$ cat src/rtl/bcd_to_bin.sv
// Multi-cycle packed-BCD to binary decoder: one digit per clock, MSD first,
// acc = acc*10 + digit, with valid/ready handshakes on input and result.
module bcd_to_bin #(
    parameter int DIGITS    = 15,
    parameter int BIN_WIDTH = 50
) (
    input  logic                   clk,
    input  logic                   rst_n,
    input  logic [DIGITS*4-1:0]    rx_bcd,
    input  logic                   rx_valid,
    output logic                   tx_ready,
    output logic [BIN_WIDTH-1:0]   tx_bin,
    output logic                   tx_error,
    output logic                   tx_valid,
    input  logic                   rx_ready
);

    localparam int CW = (DIGITS > 1) ? $clog2(DIGITS) : 1;

    typedef enum logic [1:0] {IDLE, CONV, DONE} state_t;

    state_t                 state;
    logic [BIN_WIDTH-1:0]   acc;
    logic [DIGITS*4-1:0]    sreg;
    logic [CW-1:0]          cnt;
    logic                   err;

    logic [3:0]             dig;
    logic [BIN_WIDTH-1:0]   acc_nxt;
    logic                   err_nxt;

    // Multiply by ten as two shifts; wraps modulo 2^BIN_WIDTH for bad digits.
    assign dig     = sreg[DIGITS*4-1 -: 4];
    assign acc_nxt = (acc << 3) + (acc << 1) + BIN_WIDTH'(dig);
    assign err_nxt = err | (dig > 4'd9);

    always_ff @(posedge clk or negedge rst_n) begin
        if (!rst_n) begin
            state    <= IDLE;
            acc      <= '0;
            sreg     <= '0;
            cnt      <= '0;
            err      <= 1'b0;
            tx_bin   <= '0;
            tx_error <= 1'b0;
            tx_valid <= 1'b0;
            tx_ready <= 1'b1;
        end else begin
            case (state)
                IDLE: begin
                    if (rx_valid) begin
                        sreg     <= rx_bcd;
                        acc      <= '0;
                        err      <= 1'b0;
                        cnt      <= '0;
                        tx_ready <= 1'b0;
                        state    <= CONV;
                    end
                end
                CONV: begin
                    acc  <= acc_nxt;
                    err  <= err_nxt;
                    sreg <= sreg << 4;
                    cnt  <= cnt + 1'b1;
                    if (cnt == CW'(DIGITS - 1)) begin
                        tx_bin   <= acc_nxt;
                        tx_error <= err_nxt;
                        tx_valid <= 1'b1;
                        state    <= DONE;
                    end
                end
                DONE: begin
                    if (rx_ready) begin
                        tx_valid <= 1'b0;
                        tx_ready <= 1'b1;
                        state    <= IDLE;
                    end
                end
                default: begin
                    tx_valid <= 1'b0;
                    tx_ready <= 1'b1;
                    state    <= IDLE;
                end
            endcase
        end
    end

endmodule
$ cat config.mk
export PLATFORM = sky130hd
export DESIGN_NAME = bcd_to_bin
export DESIGN_NICKNAME = d
export VERILOG_FILES = /design/src/rtl/bcd_to_bin.sv
export SDC_FILE = /design/constraint.sdc
export NUM_CORES = 1
export LEC_CHECK = 0
export ABC_AREA = 0
export ABC_CLOCK_PERIOD_IN_PS = 4480
export CORE_MARGIN = 3
export CORE_UTILIZATION = 35
export DETAILED_ROUTE_END_ITERATION = 12
export PLACE_DENSITY = 0.6
export SYNTH_ARGS = -nofsm -noshare
export SYNTH_HDL_FRONTEND = slang
export SYNTH_SLANG_ARGS = --single-unit
$ cat constraint.sdc
create_clock -name clk -period 4.48 [get_ports clk]
set_input_delay 0.896 -clock clk [delete_from_list [all_inputs] [get_ports clk]]
set_output_delay 0.896 -clock clk [all_outputs]
set_load 0.005 [all_outputs]
==> results.md <==
- Crit path buf inv count: 2
- Crit. End Element: register
- Netlist cell types: 68
- CTS tree: yes
- # fillers: 2893
- Total Routing Usage GR: 17.0%
- Mean Syn Cell Area: 9.37 µm²
- Final instance area: 12700 µm²
- Sequential Area: 4230 µm²
- Core area: 29900 µm²
- First-pass GRT wire length: 46700 µm
- Top-count cell post-synth: dfrtp_1
- Dpl cell area: 12100 µm²
- Fin Setup TNS: 0 ps
- Cts repair resizes: 0
- Num rows: 63
- Worst-path clk slew: 80 ps
- Worst min path class: reg2reg
- Die H: 181 µm
- Worst skew pair latency: 440 ps
- Syn_nets: 1302
- Startpoint Class: register
- Mean number of vias per cell: 5.51
- # setup viols final: 0
- CP peak stage delay: 530 ps
- Rel. slew slack: 32.5%
- Critical Path RT: 4800 ps
- Largest net degree at the start of global routing: 92
- Most instantiated cells after synthesis: dfrtp_1 (168), nand2_1 (130), a21oi_1 (115)
- Clock tree buffer depth: 2
- Final Net Count: 1368
- Final period util: 86.0%
- Area share of the largest cell type after synthesis: 39.4%
- CP Max Fanout: 8
- IO Port Bufs: 116
- Number of diodes: 0
- Initial Util: 35.8%
- Vias: 8868
- Setup Skew: 13.3 ps
- CTS Sinks: 169
- Final wirelength: 27800 µm
- Area of the multi-input gates: 6070 µm²
- Fmax: 259 MHz
- CTS buffer count: 17
- Critical path class: reg2reg
- CP max stage cell: fa_1
- FFs w/ async S/R, synth: 100%
- Synthesized area: 10700 µm²
- Post-synth EDFFs: 0
- Routed length per instance: 17.3 µm
- Ys flop type: dfrtp_1
- CTS root buf: clkbuf_16
- Syn Inst Count: 1140
- Worst-Margin Slew: 1010 ps
- Placed cell count: 1577
- Number of antenna violations at the first check in global routing: 1
- P&R area growth vs syn: 19.3%
- Seq/Total Area, Yosys: 39.6%
- Number of global-route vias before repair: 8855
- RSZ-0062 raised after global routing: false
- Die width: 181 µm
- Worst path arrival time: 4170 ps
- Share of cells above drive strength 1: 6.89%
- Status: finished clean
- CTS H-tree lvls: 4
- GP Congestion: 0.855
- DRC Markers: 0
- Post-CTS Repair Setup Buffers: 0
- Die area: 32700 µm²
- Total count of hold-check failures in the final report: 0
- Synth warn: 0
- CP top delay family: compound AO/OA/AOI/OAI gates
- Hpwl dp: 19000 µm
- Seq cells post-synth: 169
- Area contributors post-synth: dfrtp_1 (39%), ha_1 (11%), a21oi_1 (5.4%)
- Slew Viols, Final: 0
- IO Pins: 117
- Antenna Nets Post-Route: 0
- Iteration-0 DRC Markers: 588
- Final Non-Filler Cells: 1609
- Critical-path cell list: inv_1 > fa_1 > inv_1 > fa_1 > a21oi_1 > nand4b_1 > a21boi_1 > a221oi_2 > o31a_1 > o221ai_2 > a211o_1 > xor2_1 > mux2_2
- Hold buffers post-CTS: 0
- GRT overflow: 0
- DRT Pass-1 Iters: 5
- Period minus WS final: 3850 ps
- Area leader, netlist: dfrtp_1
- Maxcap violations: 0
metrics by stage:
stage	util (%)	worst slack (ps)	hold slack, ps
floorplan	-	1040	463
global placement	40.5	764	458
detailed placement	40.5	659	460
CTS	42.6	604	478
global route	42.6	266	516
finish	42.6	626	472
cell usage in the layout, fill, tap and decap left out, types with 46 or more instances in the layout:
cell / count
a21oi_1: 115
a22o_1: 46
a22oi_1: 56
clkdlybuf4s50_1: 114
dfrtp_1: 166
ha_1: 96
nand2_1: 130
nor2b_1: 62
o21ai_0: 84
registers in the layout (all words and copies together), names as in the netlist:
signal / count
sreg: 60
tx_bin: 50
acc: 49
cnt: 4
state: 2
err: 1
tx_error: 1
tx_ready: 1
tx_valid: 1
area by class of cell:
cell class	count	share of cell area, %
flip-flops and latches	169	33.2
well taps	390	3.83
clock buffers	17	3.34
multi-input cells	874	47.6
inverters	17	0.501
repair buffers	127	9.83
clock inverters	15	1.64
worst paths after layout:
path                       startpoint         end  slack, ps  cells past startpoint
max                            acc[0]  tx_bin[40]        630                     13
min                        tx_bin[29]  tx_bin[29]        470                      2
max reg2reg                    acc[0]  tx_bin[40]        630                     13
min reg2reg                tx_bin[29]  tx_bin[29]        470                      2
max in group asynchronous       rst_n    state[1]       2970                      2
min in group asynchronous       rst_n  tx_bin[25]        530                      1
worst min-delay path, cell delays in order (launching register included):
cell	delay, ps
dfrtp_1	350
nand2_1	50
nand2_1	50
cells by family after synthesis:
kind of cell,synth area share [%]
compound gates,25.4
simple gates,14.3
flops,39.6
fa+ha+maj,11.6
buf+inv,3.90
xor+xnor,3.36
mux,1.78
routing by layer:
metal	track usage [%]	routed length, µm	vias to the layer above
li1	-	-	4303
met1	24.2	13400	4342
met2	26.4	12500	195
met3	3.76	1460	26
met4	4.48	379	2
met5	0	13	-
Power is not shown: default switching activity piles up to over one toggle a cycle in this logic, so the estimate is an artifact.
